$ cat src/rtl/perf_readout_pkg.sv
// Shared definitions for the performance-counter readout path: CSR map,
// STATUS/CTRL bit positions and the snapshot record layout.
package perf_pkg;

  localparam logic [7:0] ADDR_STATUS    = 8'h00;
  localparam logic [7:0] ADDR_TOTAL     = 8'h04;
  localparam logic [7:0] ADDR_ACTIVE    = 8'h08;
  localparam logic [7:0] ADDR_IDLE      = 8'h0C;
  localparam logic [7:0] ADDR_DMA_BYTES = 8'h10;
  localparam logic [7:0] ADDR_BLOCKS    = 8'h14;
  localparam logic [7:0] ADDR_STALLS    = 8'h18;
  localparam logic [7:0] ADDR_POP       = 8'h1C;
  localparam logic [7:0] ADDR_CTRL      = 8'h20;

  localparam int unsigned ST_EMPTY     = 0;
  localparam int unsigned ST_FULL      = 1;
  localparam int unsigned ST_OVF       = 2;
  localparam int unsigned ST_LEVEL_LSB = 8;
  localparam int unsigned ST_CNT_LSB   = 16;

  localparam int unsigned CTRL_IRQ_EN = 0;
  localparam int unsigned CTRL_FLUSH  = 1;

  typedef struct packed {
    logic [31:0] total;
    logic [31:0] active;
    logic [31:0] idle;
    logic [31:0] dma_bytes;
    logic [31:0] blocks;
    logic [31:0] stalls;
  } perf_snap_t;

endpackage

$ cat src/rtl/perf_readout_if.sv
// Snapshot input, CSR read/write port and interrupt of perf_readout.
interface perf_readout_if #(
  parameter int unsigned COUNTER_WIDTH = 32
);
  logic                     snap_valid;
  logic [COUNTER_WIDTH-1:0] snap_total;
  logic [COUNTER_WIDTH-1:0] snap_active;
  logic [COUNTER_WIDTH-1:0] snap_idle;
  logic [31:0]              snap_dma_bytes;
  logic [31:0]              snap_blocks;
  logic [31:0]              snap_stalls;
  logic                     rd_req;
  logic [7:0]               rd_addr;
  logic                     rd_valid;
  logic [31:0]              rd_data;
  logic                     wr_req;
  logic [7:0]               wr_addr;
  logic [31:0]              wr_data;
  logic                     irq;

  modport master (
    output snap_valid, snap_total, snap_active, snap_idle,
           snap_dma_bytes, snap_blocks, snap_stalls,
           rd_req, rd_addr, wr_req, wr_addr, wr_data,
    input  rd_valid, rd_data, irq
  );

  modport slave (
    input  snap_valid, snap_total, snap_active, snap_idle,
           snap_dma_bytes, snap_blocks, snap_stalls,
           rd_req, rd_addr, wr_req, wr_addr, wr_data,
    output rd_valid, rd_data, irq
  );
endinterface

$ cat src/rtl/perf_readout_snap_fifo.sv
// Synchronous FIFO of snapshot records. Pointers carry one extra wrap bit
// so full and empty are distinguished without a separate counter.
module perf_snap_fifo
  import perf_pkg::*;
#(
  parameter int unsigned DEPTH = 4
) (
  input  logic                     clk,
  input  logic                     rst,
  input  logic                     i_push,
  input  perf_snap_t               i_data,
  input  logic                     i_pop,
  input  logic                     i_flush,
  output perf_snap_t               o_head,
  output logic                     o_full,
  output logic                     o_empty,
  output logic [$clog2(DEPTH):0]   o_level
);
  localparam int unsigned AW = $clog2(DEPTH);

  perf_snap_t    r_mem [DEPTH];
  logic [AW:0]   r_wr_ptr;
  logic [AW:0]   r_rd_ptr;
  logic          w_pop_ok;
  logic          w_push_ok;

  assign o_level   = r_wr_ptr - r_rd_ptr;
  assign o_empty   = (r_wr_ptr == r_rd_ptr);
  assign o_full    = (o_level == (AW+1)'(DEPTH));
  assign o_head    = r_mem[r_rd_ptr[AW-1:0]];
  assign w_pop_ok  = i_pop && !o_empty;
  // A pop in the same cycle frees the slot, so a push into a full FIFO still lands.
  assign w_push_ok = i_push && (!o_full || w_pop_ok);

  // Pointer update; flush overrides any concurrent push/pop.
  always_ff @(posedge clk) begin
    if (rst || i_flush) begin
      r_wr_ptr <= '0;
      r_rd_ptr <= '0;
    end else begin
      if (w_push_ok) r_wr_ptr <= r_wr_ptr + (AW+1)'(1);
      if (w_pop_ok)  r_rd_ptr <= r_rd_ptr + (AW+1)'(1);
    end
  end

  // Record storage; contents are only observed through non-empty reads.
  always_ff @(posedge clk) begin
    if (!rst && !i_flush && w_push_ok) r_mem[r_wr_ptr[AW-1:0]] <= i_data;
  end
endmodule

$ cat src/rtl/perf_readout.sv
// Captures performance snapshots into a FIFO and exposes them to software
// through a one-cycle CSR port with pop-on-write and a pending interrupt.
module perf_readout
  import perf_pkg::*;
#(
  parameter int unsigned COUNTER_WIDTH = 32,
  parameter int unsigned DEPTH         = 4
) (
  input logic           clk,
  input logic           rst,
  perf_readout_if.slave bus
);
  localparam int unsigned AW = $clog2(DEPTH);

  perf_snap_t  w_snap;
  perf_snap_t  w_head_raw;
  perf_snap_t  w_head;
  logic        w_full;
  logic        w_empty;
  logic [AW:0] w_level;
  logic [7:0]  w_rd_addr;
  logic [7:0]  w_wr_addr;
  logic        w_pop_cmd;
  logic        w_ctrl_wr;
  logic        w_flush;
  logic        w_ovf_clr;
  logic        w_pop_ok;
  logic        w_push_ok;
  logic        w_ovf_evt;
  logic        w_irq_en_nxt;
  logic        w_nonempty_nxt;
  logic [31:0] w_status;
  logic [31:0] w_rd_mux;
  logic        w_unused;

  logic        r_irq_en;
  logic        r_ovf;
  logic [15:0] r_ovf_cnt;
  logic        r_irq;
  logic        r_rd_valid;
  logic [31:0] r_rd_data;

  assign w_snap = '{
    total:     32'(bus.snap_total),
    active:    32'(bus.snap_active),
    idle:      32'(bus.snap_idle),
    dma_bytes: bus.snap_dma_bytes,
    blocks:    bus.snap_blocks,
    stalls:    bus.snap_stalls
  };

  assign w_rd_addr = {bus.rd_addr[7:2], 2'b00};
  assign w_wr_addr = {bus.wr_addr[7:2], 2'b00};
  assign w_pop_cmd = bus.wr_req && (w_wr_addr == ADDR_POP);
  assign w_ctrl_wr = bus.wr_req && (w_wr_addr == ADDR_CTRL);
  assign w_flush   = w_ctrl_wr && bus.wr_data[CTRL_FLUSH];
  assign w_ovf_clr = bus.wr_req && (w_wr_addr == ADDR_STATUS) && bus.wr_data[ST_OVF];
  assign w_unused  = ^{bus.rd_addr[1:0], bus.wr_addr[1:0], bus.wr_data[31:3]};

  perf_snap_fifo #(.DEPTH(DEPTH)) u_fifo (
    .clk     (clk),
    .rst     (rst),
    .i_push  (bus.snap_valid),
    .i_data  (w_snap),
    .i_pop   (w_pop_cmd),
    .i_flush (w_flush),
    .o_head  (w_head_raw),
    .o_full  (w_full),
    .o_empty (w_empty),
    .o_level (w_level)
  );

  assign w_head    = w_empty ? '0 : w_head_raw;
  assign w_pop_ok  = w_pop_cmd && !w_empty;
  assign w_push_ok = bus.snap_valid && (!w_full || w_pop_ok);
  // When full the FIFO is never empty, so only a pop command can make room.
  assign w_ovf_evt = bus.snap_valid && w_full && !w_pop_cmd && !w_flush;

  // irq is registered from next-state so it tracks the FIFO in the same cycle
  // the new level becomes visible to reads.
  assign w_irq_en_nxt   = w_ctrl_wr ? bus.wr_data[CTRL_IRQ_EN] : r_irq_en;
  assign w_nonempty_nxt = !w_flush && (w_push_ok || (w_level > (AW+1)'(w_pop_ok)));

  assign w_status = {r_ovf_cnt, 8'(w_level), 5'b0, r_ovf, w_full, w_empty};

  // CSR read multiplexer over pre-write state.
  always_comb begin
    w_rd_mux = '0;
    case (w_rd_addr)
      ADDR_STATUS:    w_rd_mux = w_status;
      ADDR_TOTAL:     w_rd_mux = w_head.total;
      ADDR_ACTIVE:    w_rd_mux = w_head.active;
      ADDR_IDLE:      w_rd_mux = w_head.idle;
      ADDR_DMA_BYTES: w_rd_mux = w_head.dma_bytes;
      ADDR_BLOCKS:    w_rd_mux = w_head.blocks;
      ADDR_STALLS:    w_rd_mux = w_head.stalls;
      ADDR_CTRL:      w_rd_mux = {31'b0, r_irq_en};
      default:        w_rd_mux = '0;
    endcase
  end

  // Control/overflow state and the interrupt register.
  always_ff @(posedge clk) begin
    if (rst) begin
      r_irq_en  <= 1'b0;
      r_ovf     <= 1'b0;
      r_ovf_cnt <= '0;
      r_irq     <= 1'b0;
    end else begin
      r_irq_en <= w_irq_en_nxt;
      // A concurrent W1C clears first, then the overflow event is applied.
      if (w_ovf_evt) begin
        r_ovf     <= 1'b1;
        r_ovf_cnt <= w_ovf_clr ? 16'd1
                   : (r_ovf_cnt == 16'hFFFF) ? r_ovf_cnt : r_ovf_cnt + 16'd1;
      end else if (w_ovf_clr) begin
        r_ovf     <= 1'b0;
        r_ovf_cnt <= '0;
      end
      r_irq <= w_irq_en_nxt && w_nonempty_nxt;
    end
  end

  // Registered read response; data holds its last value between reads.
  always_ff @(posedge clk) begin
    if (rst) begin
      r_rd_valid <= 1'b0;
      r_rd_data  <= '0;
    end else begin
      r_rd_valid <= bus.rd_req;
      if (bus.rd_req) r_rd_data <= w_rd_mux;
    end
  end

  assign bus.rd_valid = r_rd_valid;
  assign bus.rd_data  = r_rd_data;
  assign bus.irq      = r_irq;
endmodule

$ cat src/flat_wrapper.sv
// flat-port wrapper written by rule: the top's interface ports become plain ports
module perf_readout_flat import perf_pkg::*;
#(
  parameter int unsigned COUNTER_WIDTH = 32,
  parameter int unsigned DEPTH         = 4
)
  (clk, rst, bus_snap_valid, bus_snap_total, bus_snap_active, bus_snap_idle, bus_snap_dma_bytes, bus_snap_blocks, bus_snap_stalls, bus_rd_req, bus_rd_addr, bus_wr_req, bus_wr_addr, bus_wr_data, bus_rd_valid, bus_rd_data, bus_irq);
  perf_readout_if #(.COUNTER_WIDTH(COUNTER_WIDTH)) bus_i ();
  input logic clk;
  input logic rst;
  input wire logic [$bits(bus_i.snap_valid)-1:0] bus_snap_valid;
  input wire logic [$bits(bus_i.snap_total)-1:0] bus_snap_total;
  input wire logic [$bits(bus_i.snap_active)-1:0] bus_snap_active;
  input wire logic [$bits(bus_i.snap_idle)-1:0] bus_snap_idle;
  input wire logic [$bits(bus_i.snap_dma_bytes)-1:0] bus_snap_dma_bytes;
  input wire logic [$bits(bus_i.snap_blocks)-1:0] bus_snap_blocks;
  input wire logic [$bits(bus_i.snap_stalls)-1:0] bus_snap_stalls;
  input wire logic [$bits(bus_i.rd_req)-1:0] bus_rd_req;
  input wire logic [$bits(bus_i.rd_addr)-1:0] bus_rd_addr;
  input wire logic [$bits(bus_i.wr_req)-1:0] bus_wr_req;
  input wire logic [$bits(bus_i.wr_addr)-1:0] bus_wr_addr;
  input wire logic [$bits(bus_i.wr_data)-1:0] bus_wr_data;
  output wire logic [$bits(bus_i.rd_valid)-1:0] bus_rd_valid;
  output wire logic [$bits(bus_i.rd_data)-1:0] bus_rd_data;
  output wire logic [$bits(bus_i.irq)-1:0] bus_irq;
  assign bus_i.snap_valid = bus_snap_valid;
  assign bus_i.snap_total = bus_snap_total;
  assign bus_i.snap_active = bus_snap_active;
  assign bus_i.snap_idle = bus_snap_idle;
  assign bus_i.snap_dma_bytes = bus_snap_dma_bytes;
  assign bus_i.snap_blocks = bus_snap_blocks;
  assign bus_i.snap_stalls = bus_snap_stalls;
  assign bus_i.rd_req = bus_rd_req;
  assign bus_i.rd_addr = bus_rd_addr;
  assign bus_i.wr_req = bus_wr_req;
  assign bus_i.wr_addr = bus_wr_addr;
  assign bus_i.wr_data = bus_wr_data;
  assign bus_rd_valid = bus_i.rd_valid;
  assign bus_rd_data = bus_i.rd_data;
  assign bus_irq = bus_i.irq;
  perf_readout #(.COUNTER_WIDTH(COUNTER_WIDTH), .DEPTH(DEPTH)) u_core (.clk(clk), .rst(rst), .bus(bus_i));
endmodule
$ cat config.mk
export PLATFORM = sky130hd
export DESIGN_NAME = perf_readout_flat
export DESIGN_NICKNAME = d
export VERILOG_FILES = /design/src/rtl/perf_readout_pkg.sv /design/src/rtl/perf_readout_if.sv /design/src/rtl/perf_readout_snap_fifo.sv /design/src/rtl/perf_readout.sv /design/src/flat_wrapper.sv
export SDC_FILE = /design/constraint.sdc
export NUM_CORES = 1
export LEC_CHECK = 0
export CORE_ASPECT_RATIO = 2
export CORE_MARGIN = 2
export CORE_UTILIZATION = 50
export CTS_BUF_LIST = sky130_fd_sc_hd__clkbuf_16
export CTS_CLUSTER_DIAMETER = 120
export DETAILED_ROUTE_END_ITERATION = 16
export PLACE_DENSITY = 0.77
export RECOVER_POWER = 25
export SYNTH_ARGS = -nofsm -noshare
export SYNTH_HDL_FRONTEND = slang
export SYNTH_SLANG_ARGS = --single-unit
$ cat constraint.sdc
create_clock -name clk -period 7.8 [get_ports clk]
set_input_delay 1.56 -clock clk [delete_from_list [all_inputs] [get_ports clk]]
set_output_delay 1.56 -clock clk [all_outputs]
set_load 0.02 [all_outputs]
==> out/qor_table.md <==
| Result | Value |
| --- | --- |
| Count of placed standard cells in the final layout, fillers left out | 2673 |
| Post-route fraction of the period consumed by the critical path | 62.7% |
| Clock Tree Buf Depth | 3 |
| Combined global-route utilization of all metal layers | 23.2% |
| Initial core utilization | 50.6% |
| Top cells by area, synth | sky130_fd_sc_hd__edfxtp_1 73%, sky130_fd_sc_hd__mux4_2 13%, sky130_fd_sc_hd__dfxtp_1 3.8% |
| Status | completed |
| Cell type with the largest total area after synthesis | sky130_fd_sc_hd__edfxtp_1 |
| Slew at the pin closest to its max-slew limit | 1.25 ns |
| DR top layer | met5 |
| Residual DRC count | 0 |
| Number of standard cells after synthesis | 1552 |
| Reg clk slew, reported paths | 0.07 ns |
| Register bit total from synthesis | 828 |
| Area Overhead vs Synth | 18.4% |
| Met3 layer wire length in the routed design | 5.78 mm |
| Placed cells | 2537 |
| Final period demand of the worst path | 4.89 ns |
| Cell Rows | 130 |
| Total number of vias | 16700 |
| Critical path data required time | 8.05 ns |
| MaxCap Viol Count | 0 |
| Clock Latency Late Sink | 0.61 ns |
| Tot Pwr | 8.97 mW |
| Share of power burned in the clock network | 39.9% |
| Total overflow reported by the global router | 0 |
| Peak Freq | 205 MHz |
| Async S/R FF share, synth | 0% |
| Endpoint kind of the worst setup timing path | flip-flop |
| Setup repair after global routing missed its margin | no |
| VDD IR-drop max | 266 uV |
| Cell chosen for the clock root | sky130_fd_sc_hd__clkbuf_16 |
| Fill count | 4431 |
| Final instance area | 37700 um2 |
| Worst setup skew after layout | 0.0270 ns |
| Most common cell after layout, fill and taps aside | sky130_fd_sc_hd__edfxtp_1 |
| Fin. max-slew vios | 0 |
| Via count of the first global-routing pass | 17000 |
| Kind of start point of the critical path | input pin |
| Net count of the finished layout | 2072 |
| Logic gate share of total power | 4.3% |
| Crit-path max cell delay | 0.67 ns |
| Antenna Violating Nets Remaining | 0 |
| Share of final-layout standard cells stronger than drive strength 1 | 18.4% |
| Largest fanout on the critical path | 86 |
| Switching fraction of total power | 20.1% |
| Number of port buffers | 245 |
| Hold Fails Final Rpt | 0 |
| Antenna violations before repair | 45 |
| Yosys top cell area share | 72.5% |
| H-tree depth reported by CTS | 3 |
| Final total negative setup slack | 0 ns |
| Number of gates resized after cts | 0 |
| Cells traversed along the worst timing path | clkdlybuf4s50_1, or3b_2, a211oi_1, o21ai_0, nor2_1, and2_4, buf_12 |
| Number of ports placed on the die boundary | 279 |
| CP max-delay cell | sky130_fd_sc_hd__a211oi_1 |
| Drt initial violations | 1753 |
| Number of enable flip-flop cells after synthesis | 768 |
| Count of hold buffers inserted by post-cts repair | 0 |
| Die Footprint | 65700 um2 |
| Wirelength per Cell | 28.3 um |
| Syn_area_per_cell | 20.5 um2 |
| Count of cell types in the netlist | 60 |
| Post-synthesis cell area | 31800 um2 |
| Clock buffers created by TritonCTS | 71 |
| Clock tree from TritonCTS | built |
| Share of synthesized area occupied by flip-flops and latches | 76.3% |
| Final wirelength | 75.7 mm |
| Synthesized Nets | 1806 |
| Sinks on the clock net | 828 |
| Footprint of the flip-flops and latches | 24300 um2 |
| Setup CP Type | input pin to flip-flop |
| Die Height | 361 um |
| Combined area of the multi-input logic cells | 7220 um2 |
| Switching power total | 1.81 mW |
| Wire length of the first global-routing pass | 110 mm |
| Ratio of total power to cell area | 238 nW/um2 |
| DP Wirelength | 48.1 mm |
| Finish-stage setup viols | 0 |
| Internal power of the cells | 7.16 mW |
| DRT Pass-1 Iters | 7 |
| Post-Route M1 WL | 27.5 mm |
| Weighted congestion at the end of routability-driven global placement | 0.831 |
| Total placed instance area | 35300 um2 |
| Wire length on met2 | 39.0 mm |
| Worst min-delay path class | flip-flop to flip-flop |
| Main flop type after synthesis | sky130_fd_sc_hd__edfxtp_1 |
| Relative max-transition margin | 16.5% |
| Part of the power in registers | 55.8% |
| Worst Path Arrival | 5.14 ns |
| Number of buffers added for setup after CTS | 0 |
| Count of synthesis-stage warnings from yosys | 0 |
| Largest net degree at the start of global routing | 87 |
| Die span in x | 182 um |
| Mean number of vias per cell | 6.24 |
| Placeable Area | 62800 um2 |
| Static power due to leakage | 11.6 nW |
| Most frequent cells in the layout | 768 x sky130_fd_sc_hd__edfxtp_1, 187 x sky130_fd_sc_hd__mux4_2, 138 x sky130_fd_sc_hd__clkdlybuf4s50_1 |
[per-layer routing]
| layer | global-route usage, % | vias up |
|---|---|---|
| li1 | - | 7060 |
| met1 | 28.3 | 8620 |
| met2 | 39.8 | 789 |
| met3 | 5.33 | 194 |
| met4 | 9.63 | 26 |
| met5 | 0 | - |
[critical path, delay by kind of cell]
family          cells  cell delay, ns
buf+inv             2            0.96
compound gates      2            1.05
simple gates        3            1.44
[cells in the mapped netlist (2+ instances only)]
cell type	n
sky130_fd_sc_hd__and2_1	7
sky130_fd_sc_hd__inv_1	9
sky130_fd_sc_hd__a21oi_1	32
sky130_fd_sc_hd__a221oi_1	20
sky130_fd_sc_hd__nor4_1	3
sky130_fd_sc_hd__nand4_1	9
sky130_fd_sc_hd__and4_1	2
sky130_fd_sc_hd__dfxtp_1	60
sky130_fd_sc_hd__o21ai_0	15
sky130_fd_sc_hd__nor3b_1	2
sky130_fd_sc_hd__buf_1	7
sky130_fd_sc_hd__o31ai_1	3
sky130_fd_sc_hd__nor2_1	27
sky130_fd_sc_hd__nand4b_1	2
sky130_fd_sc_hd__a311oi_1	17
sky130_fd_sc_hd__nor2b_1	24
sky130_fd_sc_hd__ha_1	8
sky130_fd_sc_hd__mux4_2	187
sky130_fd_sc_hd__nand2_1	101
sky130_fd_sc_hd__nand3_1	11
sky130_fd_sc_hd__a22o_1	11
sky130_fd_sc_hd__a31oi_1	6
sky130_fd_sc_hd__o211ai_1	6
sky130_fd_sc_hd__or3_1	6
sky130_fd_sc_hd__clkbuf_1	49
sky130_fd_sc_hd__xnor2_1	3
sky130_fd_sc_hd__a21o_1	16
sky130_fd_sc_hd__and3_1	6
sky130_fd_sc_hd__a221o_1	13
sky130_fd_sc_hd__a32oi_1	3
sky130_fd_sc_hd__edfxtp_1	768
sky130_fd_sc_hd__or4_1	5
sky130_fd_sc_hd__a222oi_1	14
sky130_fd_sc_hd__nor3_1	3
sky130_fd_sc_hd__a22oi_1	15
sky130_fd_sc_hd__xor2_1	3
sky130_fd_sc_hd__buf_2	21
sky130_fd_sc_hd__a211oi_1	6
sky130_fd_sc_hd__mux2i_1	17
sky130_fd_sc_hd__a21boi_0	15
[power groups by stage]
| stage | combinational (mW) | sequential, mW | clock (mW) |
|---|---|---|---|
| 6_report | 0.389 | 5.01 | 3.58 |
| 5_1_grt | 0.416 | 5.01 | 3.79 |
| 4_1_cts | 0.402 | 5.01 | 3.63 |
| 3_5_place_dp | 0.401 | 5.10 | 0 |
| 2_1_floorplan | 0.163 | 5.11 | 0 |
| 3_3_place_gp | 0.386 | 5.09 | 0 |
[cell type report]
| class | instances | share of cell area (%) |
|---|---|---|
| clock buffers | 73 | 4.85 |
| flip-flops and latches | 828 | 64.5 |
| repair buffers | 272 | 7.30 |
| inverters | 10 | 0.0997 |
| multi-input cells | 635 | 19.2 |
| clock inverters | 54 | 1.42 |
| well taps | 792 | 2.63 |
| diodes | 9 | 0.0598 |
[stage by stage]
step / setup WS (ns) / hold WS [ns] / utilization, %
CTS: 2.93 / 0.478 / 59.9
global placement: 2.48 / 0.451 / 56.2
finish: 2.91 / 0.477 / 60.0
global route: 2.71 / 0.503 / 60.0
floorplan: 1.91 / 0.436 / -
detailed placement: 2.30 / 0.464 / 56.2
[cell families (layout without fill, tap and decap cells)]
logic type	Yosys count	after routing	synth area share, %
xor gates and xnor gates	7	7	0.244
DFF	828	828	76.3
other	0	9	0
AOI/OAI and AO/OA	198	198	4.75
buffers and inverters	89	409	1.16
and+or+nand+nor	216	216	3.34
adders and majority gates	9	9	0.378
muxes	205	205	13.8
[sequential cells by signal, indices dropped and copies added (netlist names), named ones only]
register                cells
u_core.bus.rd_valid         1
u_core.bus.irq              1
u_core.r_ovf                1
u_core.u_fifo.r_rd_ptr      3
u_core.u_fifo.r_mem       768
u_core.r_ovf_cnt           16
u_core.r_irq_en             1
u_core.u_fifo.r_wr_ptr      3
u_core.bus.rd_data         32
[worst paths after layout]
check / start / endpoint / slack [ns] / depth (start not counted)
min reg2reg: u_core.bus.rd_data[9] / u_core.bus.rd_data[9] / 0.48 / 2
max reg2reg: u_core.u_fifo.r_wr_ptr[0] / u_core.u_fifo.r_mem[0][19] / 3.58 / 8
min: u_core.bus.rd_data[9] / u_core.bus.rd_data[9] / 0.48 / 2
max: bus_wr_req / u_core.u_fifo.r_mem[0][19] / 2.91 / 7
No activity file was read; power rests on OpenSTA's default activity.
